### config.mk
export PLATFORM = sky130hd
export DESIGN_NAME = conv_pool_stage
export DESIGN_NICKNAME = d
export VERILOG_FILES = /design/src/rtl/conv_pool_stage.sv
export SDC_FILE = /design/constraint.sdc
export NUM_CORES = 1
export LEC_CHECK = 0
export CAP_MARGIN = 20
export CELL_PAD_IN_SITES_DETAIL_PLACEMENT = 1
export CELL_PAD_IN_SITES_GLOBAL_PLACEMENT = 1
export CORE_MARGIN = 1
export CORE_UTILIZATION = 45
export CTS_BUF_LIST = sky130_fd_sc_hd__clkbuf_8
export DETAILED_ROUTE_END_ITERATION = 8
export HOLD_SLACK_MARGIN = 0.1
export PLACE_DENSITY = 0.89
export SLEW_MARGIN = 20
export SYNTH_ARGS = -nofsm -noshare
export SYNTH_HDL_FRONTEND = slang
export SYNTH_SLANG_ARGS = --single-unit
export TNS_END_PERCENT = 50
### constraint.sdc
create_clock -name clk -period 11.6 [get_ports clk]
set_input_delay 1.74 -clock clk [delete_from_list [all_inputs] [get_ports clk]]
set_output_delay 1.74 -clock clk [all_outputs]
set_load 0.01 [all_outputs]
### src/rtl/conv_pool_stage.sv
`default_nettype none
// ============================================================================
// Module   : conv_pool_stage
// Purpose  : Bias add with Q8.24 saturation, optional ReLU, then 2x2/stride-2
//            max pooling over a raster stream of IMG_W-wide conv results.
//            Optional ReLU is enabled by defining CONV_POOL_RELU_EN.
// Revision : 1.0 - initial release
// ============================================================================
module conv_pool_stage #(
  parameter int IMG_W = 8
) (
  input  logic        clk,
  input  logic        reset,
  input  logic [31:0] dataIn,
  input  logic        dataValid,
  input  logic [31:0] bias,
  input  logic        biasLoad,
  output logic [31:0] dataOut,
  output logic        outValid
);

  localparam int COL_W = (IMG_W > 2) ? $clog2(IMG_W) : 1;
  localparam int HALF  = IMG_W / 2;
  localparam int IDX_W = (HALF > 1) ? $clog2(HALF) : 1;
  localparam logic [COL_W-1:0] C_COL_LAST = COL_W'(IMG_W - 1);
  localparam logic [31:0]      C_SAT_POS  = 32'h7FFF_FFFF;
  localparam logic [31:0]      C_SAT_NEG  = 32'h8000_0000;

  function automatic logic [31:0] smax(input logic [31:0] a, input logic [31:0] b);
    return ($signed(a) > $signed(b)) ? a : b;
  endfunction

  // State registers and their next-state values
  logic [31:0]      bias_q,     bias_d;
  logic [COL_W-1:0] col_q,      col_d;
  logic             row_odd_q,  row_odd_d;
  logic [31:0]      pair_q,     pair_d;
  logic [31:0]      data_out_q, data_out_d;
  logic             out_vld_q,  out_vld_d;
  logic [31:0]      row_buf_q [HALF];

  // Datapath wires
  logic [32:0]      w_sum;
  logic [31:0]      w_sat;
  logic [31:0]      w_relu;
  logic [IDX_W-1:0] w_idx;
  logic [31:0]      w_buf_rd;
  logic [31:0]      w_pair_max;
  logic             w_buf_we;

  // 33-bit signed add: disagreement of the top two bits means overflow.
  assign w_sum = {dataIn[31], dataIn} + {bias_q[31], bias_q};

  always_comb begin
    w_sat = w_sum[31:0];
    if (w_sum[32] != w_sum[31]) begin
      w_sat = w_sum[32] ? C_SAT_NEG : C_SAT_POS;
    end
  end

`ifdef CONV_POOL_RELU_EN
  assign w_relu = w_sat[31] ? 32'h0 : w_sat;
`else
  assign w_relu = w_sat;
`endif

  assign w_idx      = IDX_W'(col_q >> 1);
  assign w_buf_rd   = row_buf_q[w_idx];
  assign w_pair_max = smax(pair_q, w_relu);

  always_comb begin
    bias_d     = bias_q;
    col_d      = col_q;
    row_odd_d  = row_odd_q;
    pair_d     = pair_q;
    data_out_d = data_out_q;
    out_vld_d  = 1'b0;
    w_buf_we   = 1'b0;

    // Sample in flight this edge still sees the old bias.
    if (biasLoad) begin
      bias_d = bias;
    end

    if (dataValid) begin
      if (col_q == C_COL_LAST) begin
        col_d     = '0;
        row_odd_d = ~row_odd_q;
      end else begin
        col_d = col_q + COL_W'(1);
      end

      if (!col_q[0]) begin
        pair_d = w_relu;
      end else if (!row_odd_q) begin
        w_buf_we = 1'b1;
      end else begin
        data_out_d = smax(w_buf_rd, w_pair_max);
        out_vld_d  = 1'b1;
      end
    end
  end

  always_ff @(posedge clk) begin
    if (reset) begin
      bias_q     <= '0;
      col_q      <= '0;
      row_odd_q  <= 1'b0;
      pair_q     <= '0;
      data_out_q <= '0;
      out_vld_q  <= 1'b0;
    end else begin
      bias_q     <= bias_d;
      col_q      <= col_d;
      row_odd_q  <= row_odd_d;
      pair_q     <= pair_d;
      data_out_q <= data_out_d;
      out_vld_q  <= out_vld_d;
    end
  end

  // Row buffer needs no reset: every entry is written on the even row first.
  always_ff @(posedge clk) begin
    if (!reset && w_buf_we) begin
      row_buf_q[w_idx] <= w_pair_max;
    end
  end

  assign dataOut  = data_out_q;
  assign outValid = out_vld_q;

endmodule
`default_nettype wire

Yosys cells after proc, flatten, opt, wreduce, memory -nomap -nowiden --
Memory sizes are Yosys's and may differ from the RTL's. A register that Yosys moved wholly into a read port is not among the register bits. Cells that the tools add are included.
Word-level totals: register bits 101, RAM bits 128, bits of input ports 68, output and inout port bits 33, logic and storage cells 35, memories 1
Memory list:
- row_buf_q | depth 4, bits a word 32, read ports 1, clocked after Yosys merged registers in 1, wr ports 1, line 40 | logic [31:0] row_buf_q [HALF];
Cells by class: add/subtract/negate cells 2, magnitude comparators 2, equality and inequality tests 2, muxes and demuxes 13, bitwise logic cells 3, reductions and logical operators 6
Operators by type and width (number):
- 2-to-1 mux 32 bit | 4
- greater-than comparator 32 bit | 2
- adder 32 x 32 -> 33 bit | 1
- 2-to-1 mux 1 bit | 6
- 2-to-1 mux 2 bit | 2
- AND reduction 2 bit | 2
- adder 3 x 1 -> 3 bit, second input constant | 1
- == test 3 bit, second input constant | 1
- 2-to-1 mux 3 bit | 1
- NOT 1 bit | 3
- AND reduction 3 bit | 1
- OR reduction 3 bit | 1
- logical AND 1 bit | 1
- zero test 1 bit | 1
- != test 1 bit | 1

Logic depth before layout (Yosys ltp) --
Gate-level depths: netlist of run 1.
depth in word-level cells 7, gate-level depth with buffers 37, depth with buffers taken out 32

Worst setup path after synthesis of run 1 --
OpenSTA, ideal clock, no wires.
kind input port to flip-flop, from input dataIn[15], to register data_out_q[10], in the netlist dataOut[10], setup time 0.126 ns, arrival 8.994 ns, data required time 11.474 ns, slack 2.480 ns, stages on the path 35, buffers on the path 6, cell sequence ha_1 -> buf_4 -> nand2_2 -> o21a_4 -> a2111o_1 -> a2111oi_4 -> nor2_1 -> ha_1 -> clkbuf_1 -> clkbuf_1 -> clkbuf_4 -> nand2_1 -> a21o_1 -> nand3_1 -> inv_1 -> ha_1 -> nand4_1 -> nor3_1 -> a221oi_1 -> o21ai_1 -> a21oi_4 -> mux2_2 -> buf_2 -> o211a_1 -> or2_2 -> ha_1 -> nand4_1 -> or3_1 -> nor4_1 -> o31ai_1 -> o211ai_1 -> mux2_2 -> nand2_1 -> clkbuf_1 -> o21ai_1
Between the ends: cells in the longest elaborated chain, start to end 7, elaborated cells on any way between the ends 8, classes of those cells 1 x add/sub; 2 x order compare; 1 x eq/ne; 4 x mux
Ends and longest elaborated chain:
- from (decl) | line 14 | input logic [31:0] dataIn,
- adder 32 x 32 -> 33 bit (*) | line 52 | assign w_sum = {dataIn[31], dataIn} + {bias_q[31], bias_q};
- 2-to-1 mux 32 bit or != test 1 bit (tied branches) | line 57, 56
- 2-to-1 mux 32 bit (*) | line 56 | if (w_sum[32] != w_sum[31]) begin
- greater-than comparator 32 bit | line 30 | return ($signed(a) > $signed(b)) ? a : b;
- 2-to-1 mux 32 bit (*) | line 30
- greater-than comparator 32 bit | line 30
- 2-to-1 mux 32 bit (*) | line 30
- to (signal assigned) | line 117 | data_out_q <= data_out_d;
- to (decl) | line 38 | logic [31:0] data_out_q, data_out_d;
Every way passes the cells marked *; elsewhere a longest branch is shown, timed or not. A chain may end at the register's enable or synchronous reset.

Worst setup path after layout of run 1 --
from input dataIn[13], to register data_out_q[17], in the netlist dataOut[17]
Same word-level chain as after synthesis.

==> results.ini, run 1 <==
[status]
status = complete, no violations

[power]
swShare_pct = 36.65
power.switching_mw = 0.9758
leakagePower_nw = 5.859
p_comb_share_pct = 35.4
seq_power_share_pct = 36.8
p_int_mw = 1.687
ir_drop_mv = 0.09853
p_clk_share_pct = 27.9
p_per_area_nw_per_um2 = 177.9

[sta]
setup_tns_ns = 0
fin_crit_ns = 10.71
fmax_ghz = 0.09337
worst_slack_ns = 0.8899
timing.final.max_slew_violations = 0
final_hold_viol_count = 0
rsz0062_at_grt = false
slew_headroom_pct = 34.90
tightest_slew_ns = 0.9765
setup_viol = 0
period_share_pct = 92.33
clock_skew_ns = 0.03559

[critical_path]
critical_path_arrival_ns = 11.11
worstPathRequired_ns = 12.00
critPathMaxStageDelay_ns = 0.79
path_max_fanout = 27
r2r-end = dataOut[17]$_SDFFE_PP0P_
crit_top_cell = ha_1
cp-endpoint = dataOut[17]$_SDFFE_PP0P_
r2r_start = bias_q[13]$_SDFFE_PP0P_
worst-setup-path-type = primary input to flip-flop
cp_slowest_cell = ha_1
reg2reg_slack_ns = 2.23
crit_start = dataIn[13]
end_kind = flip-flop
rr_worst_depth = 29
startpoint_type = primary input

[clocking]
insertion_delay_ns = 0.57
ctsHtreeMaxLevel = 2
clkTransAtPathRegs_ns = 0.05
cts_tree = done
clock-sinks = 231
clk_path_buf_depth = 3
ctsHoldBuffers = 0
cts_setup_buffers = 0
cts_made_buffers = 43
cts-root-buf = clkbuf_8
cts_resized = 0

[logic_synthesis]
ys.flop_type = edfxtp_1
synth-edff-count = 128
synthesis.nets = 1344
synth.avg_cell_area_um2 = 10.91
syn_inst = 1176
yosys_warnings = 0
synth_seq_cells = 231
syn-cell-area_um2 = 12830
synthDistinctLibCells = 74
ys_seq_area_share_pct = 46.02
synth-async-reset-ratio_pct = 0

[run]
maxCapViolCount = 0

[global_route]
grt_pass1_wl_mm = 57.97
antenna_found_initial = 0
first_global_vias = 10786
grt_overflow = 0
track_usage_pct = 25.76
grt_max_degree = 72

[die]
fp.dieArea_um2 = 29200
rows = 61
core_area_um2 = 27930
ios = 101
die-width_um = 170.9
die_y_um = 170.9
start_util_pct = 45.94

[placement]
place_ws_ns = 0.3920
dpl.hpwl_mm = 26.53
port_buffers = 100
gp_congestion = 0.8707

[detailed_routing]
ant_nets = 0
via_count = 10109
first_pass_iters = 5
finalWirelength_mm = 36.79
drtIter0Drc = 809
drc_errors = 0
vias_per_cell = 5.996
avgRoutedWirePerCell_um = 21.82

[layout]
final_util_pct = 53.57
syn_to_final_growth_pct = 16.61
antennaDiodeCount = 0
finalNetCount = 1442
drive_gt1_share_pct = 12.23

[min_path]
hp-class = flip-flop to flip-flop

-- worst min-delay path by stage --
stage / from / endpoint / slack (ns) / cells after the start
3_5_place_dp: pair_q[17]$_SDFFE_PP0P_ / pair_q[17]$_SDFFE_PP0P_ / 0.47 / 2
3_3_place_gp: pair_q[17]$_SDFFE_PP0P_ / pair_q[17]$_SDFFE_PP0P_ / 0.47 / 2
4_1_cts: dataOut[0]$_SDFFE_PP0P_ / dataOut[0]$_SDFFE_PP0P_ / 0.50 / 2
5_1_grt: dataOut[21]$_SDFFE_PP0P_ / dataOut[21]$_SDFFE_PP0P_ / 0.51 / 2
2_1_floorplan: pair_q[17]$_SDFFE_PP0P_ / pair_q[17]$_SDFFE_PP0P_ / 0.45 / 2
6_report: bias_q[30]$_SDFFE_PP0P_ / bias_q[30]$_SDFFE_PP0P_ / 0.50 / 2
-- per-layer routing --
| metal | share of wire (%) | global-route usage [%] |
|---|---|---|
| met3 | 5.5 | 4.418 |
| met4 | 2.9 | 9.821 |
| met5 | 0 | 0 |
| met2 | 50 | 44.88 |
| met1 | 42 | 31.79 |
-- state kept, by name (all words and copies together) (netlist names), named ones only --
name       count
row_odd_q      1
col_q          3
outValid       1
row_buf_q    128
dataOut       32
bias_q        32
pair_q        32
-- metrics by stage --
step / total power, mW / area, um^2 / hold slack (ns) / cells
2_1_floorplan: 1.622 / 12830 / 0.4530 / 1176
6_report: 2.663 / 14970 / 0.4982 / 1686
3_3_place_gp: 1.831 / 14130 / 0.4670 / 1606
5_1_grt: 2.796 / 14970 / 0.5107 / 1686
4_1_cts: 2.661 / 14950 / 0.4978 / 1685
3_5_place_dp: 1.908 / 14130 / 0.4732 / 1606
-- cells in the mapped netlist, types with 5 or more instances --
library cell / number / share of area, %
edfxtp_1: 128 / 30
dfxtp_1: 103 / 16
ha_1: 99 / 9.7
nor2_1: 97 / 2.8
a21oi_1: 85 / 3.3
nand2_1: 81 / 2.4
inv_1: 61 / 1.8
mux2i_1: 48 / 3.7
a211oi_1: 42 / 2.5
o21ai_0: 37 / 1.4
clkbuf_1: 36 / 1.1
mux4_2: 32 / 5.6
o21ai_1: 31 / 1.2
nand4_1: 25 / 1.2
a32oi_1: 24 / 1.6
nand3_1: 18 / 0.70
a21oi_2: 16 / 1.1
mux2_4: 15 / 1.8
a21o_1: 13 / 0.76
xnor2_1: 13 / 0.89
nand2b_1: 11 / 0.54
nor3_1: 11 / 0.43
o211ai_1: 10 / 0.58
o21a_1: 10 / 0.58
xor2_1: 10 / 0.68
buf_1: 9 / 0.26
nor2b_1: 9 / 0.44
nor4_1: 7 / 0.34
buf_2: 6 / 0.23
a31oi_1: 5 / 0.24
buf_4: 5 / 0.29
-- final cells by class --
| type | instances | area [um^2] |
|---|---|---|
| inverter | 62 | 232.7 |
| fill | 3051 | 12970 |
| sequential | 231 | 5908 |
| clock inverter | 29 | 131.4 |
| multi-input combinational | 822 | 6424 |
| clock buffer | 50 | 688.2 |
| tap | 378 | 473.0 |
| timing repair buffer | 114 | 1109 |
-- placed cells by master, fill, tap and decap left out, types with 4 or more instances in the layout --
cell / n
nor3_1: 11
o21ai_1: 31
nand3_1: 18
mux2_4: 15
o31ai_1: 4
clkdlybuf4s50_1: 98
mux4_2: 32
a21o_1: 13
nand2b_1: 11
dfxtp_1: 101
xnor2_1: 13
nor2_1: 94
xor2_1: 10
buf_4: 13
o21ai_0: 37
nand4_1: 25
mux2_2: 4
a21oi_2: 16
a31oi_1: 4
nor4_1: 7
o21a_1: 10
a21boi_0: 4
inv_1: 82
nor2b_1: 9
mux2i_1: 47
and4_1: 4
clkinv_1: 4
a21oi_1: 85
a221oi_1: 4
a211oi_1: 42
or2_2: 4
nand2_1: 81
o211ai_1: 10
a32oi_1: 24
ha_1: 99
edfxtp_1: 128
clkbuf_8: 50
-- worst max-delay path: cells and delay by family --
| family | cells | cell delay (ns) |
|---|---|---|
| AOI/OAI and AO/OA | 12 | 2.87 |
| and+or+nand+nor | 9 | 2.54 |
| adders and majority gates | 4 | 1.86 |
| muxes | 2 | 1.19 |
| buffers and inverters | 2 | 0.72 |
| xor gates and xnor gates | 1 | 0.15 |
-- cell families (layout without fill, tap and decap cells) --
| logic type | Yosys count | after routing | share of synthesized area [%] |
|---|---|---|---|
| flops | 231 | 231 | 46.02 |
| buf+inv | 123 | 255 | 4.153 |
| compound gates | 311 | 311 | 16.18 |
| xor+xnor | 23 | 23 | 1.570 |
| mux | 99 | 99 | 11.47 |
| simple gates | 289 | 289 | 10.80 |
| fa+ha+maj | 100 | 100 | 9.808 |
-- power by group through the flow --
stage	combinational, mW	clock [mW]	sequential (mW)
CTS	0.926	0.757	0.978
detailed placement	0.913	0	0.995
floorplan	0.635	0	0.987
finish	0.942	0.742	0.979
global placement	0.839	0	0.992
global route	1.02	0.797	0.981
No activity file was read; power rests on OpenSTA's default activity.
==> run 2, diff against run 1 <==
ABC_CLOCK_PERIOD_IN_PS = 11600   (was unset)
CELL_PAD_IN_SITES_DETAIL_PLACEMENT = unset   (was 1)
CELL_PAD_IN_SITES_GLOBAL_PLACEMENT = unset   (was 1)
PLACE_DENSITY = 0.76   (was 0.89)
==> results.ini, run 2 (synthesis results as in run 1) <==
[sta]
final_hold_viol_count = 0
timing.final.max_slew_violations = 0
setup_tns_ns = 0
clock_skew_ns = 0.03412
setup_viol = 0
fin_crit_ns = 10.24
slew_headroom_pct = 35.67
fmax_ghz = 0.09764
rsz0062_at_grt = false
tightest_slew_ns = 0.9649
period_share_pct = 88.30

[layout]
finalNetCount = 1437
instances_no_fill = 1678
mostFrequentLayoutCells = 128 x edfxtp_1, 101 x dfxtp_1, 99 x ha_1
max_flop_register = row_buf_q
layout_commonest_cell = edfxtp_1
syn_to_final_growth_pct = 16.18
drive_gt1_share_pct = 12.15
antennaDiodeCount = 0
largest_register_ffs = 128

[run]
maxCapViolCount = 0

[critical_path]
reg2reg_slack_ns = 2.70
rr_worst_depth = 31
path_max_fanout = 30
worst-setup-path-type = primary input to flip-flop
cp.buffers_inverters = 5
r2r-end = dataOut[28]$_SDFFE_PP0P_
critPathTopFamily = simple AND/OR/NAND/NOR gates
critPathMaxStageDelay_ns = 0.63
end_kind = flip-flop
cp_slowest_cell = nor4_1
critical_path_arrival_ns = 10.64
cp.depth = 32
r2r_start = bias_q[1]$_SDFFE_PP0P_
startpoint_type = primary input
worstPathRequired_ns = 11.99

[placement]
dpl.cell_count = 1605
dpl.hpwl_mm = 21.54
gp_congestion = 0.8934
port_buffers = 100

[min_path]
holdPathEnd = pair_q[17]$_SDFFE_PP0P_
hp-class = flip-flop to flip-flop
hp-start = pair_q[17]$_SDFFE_PP0P_
whs_path_depth = 2

[clocking]
cts_setup_buffers = 0
cts_tree = done
cts_made_buffers = 39
cts-root-buf = clkbuf_8
insertion_delay_ns = 0.57
clkTransAtPathRegs_ns = 0.05
ctsHtreeMaxLevel = 2
cts_resized = 0
ctsHoldBuffers = 0
clock-sinks = 231
clk_path_buf_depth = 3

[die]
start_util_pct = 45.94
die_y_um = 170.9
rows = 61
fp.dieArea_um2 = 29200
die-width_um = 170.9
ios = 101
core_area_um2 = 27930

[detailed_routing]
ant_nets = 0
avgRoutedWirePerCell_um = 17.97
vias_per_cell = 5.735
drtIter0Drc = 810
drc_errors = 0
first_pass_iters = 5
via_count = 9623
finalWirelength_mm = 30.15

[status]
status = complete, no violations

[global_route]
first_global_vias = 9262
grt_overflow = 0
track_usage_pct = 21.17
grt_max_degree = 72
grt_pass1_wl_mm = 48.45
antenna_found_initial = 0

[power]
leakagePower_nw = 5.808
ir_drop_mv = 0.08956
p_per_area_nw_per_um2 = 172.5

==> run 2: cell count changes in the layout (fill, tap and decap cells not counted), moves of 2 or more <==
cell / previous run / this run
clkinv_1: 4 / 6
inv_1: 82 / 74
clkbuf_8: 50 / 44
clkinv_2: 1 / 6
inv_8: 0 / 2
==> run 2: tightest hold or removal path, cell delays in order, from the launching register on <==
cell	delay [ns]
dfxtp_1	0.32
nand2_1	0.06
a21oi_1	0.05
==> run 2: cell type report <==
type                    count  area, um^2
clock inverters            28       166.4
well taps                 378       473.0
fillers                  2415       13020
inverters                  62       232.7
multi-input cells         822        6424
repair buffers            113        1101
flip-flops and latches    231        5908
clock buffers              44       605.6
==> run 2: through the flow <==
stage / hold slack (ns) / area (um^2) / power (mW) / util (%) / setup slack [ns]
after CTS: 0.4787 / 14890 / 2.579 / 53.31 / 1.375
after floorplan: 0.4530 / 12830 / 1.622 / - / 2.480
after detailed placement: 0.4699 / 14120 / 1.856 / 50.54 / 0.8830
after global routing: 0.4968 / 14910 / 2.719 / 53.38 / 0.7057
after global placement: 0.4658 / 14120 / 1.829 / 50.54 / 1.080
final: 0.4767 / 14910 / 2.572 / 53.38 / 1.358
==> run 2: worst max path at each step <==
| stage | start | to | slack, ns |
|---|---|---|---|
| global route | dataIn[1] | dataOut[28]$_SDFFE_PP0P_ | 0.71 |
| finish | dataIn[1] | dataOut[28]$_SDFFE_PP0P_ | 1.36 |
| global placement | dataIn[1] | dataOut[19]$_SDFFE_PP0P_ | 1.08 |
| detailed placement | dataIn[1] | dataOut[28]$_SDFFE_PP0P_ | 0.88 |
| CTS | dataIn[1] | dataOut[28]$_SDFFE_PP0P_ | 1.37 |
| floorplan | dataIn[15] | dataOut[10]$_SDFFE_PP0P_ | 2.48 |
==> run 2: report_power, final <==
group          internal [mW]  switching, mW  leakage, nW  total (mW)
Sequential             0.956         0.0199         2.01       0.976
Clock                  0.377          0.339        0.450       0.716
Combinational          0.330          0.550         3.35       0.880
==> run 2: per-layer routing <==
metal	GRT usage, %	vias to the layer above	wire, um
met2	33.45	350	13550
met4	6.017	0	496
li1	-	4637	-
met3	3.424	48	2027
met5	0	-	0
met1	29.94	4588	14070
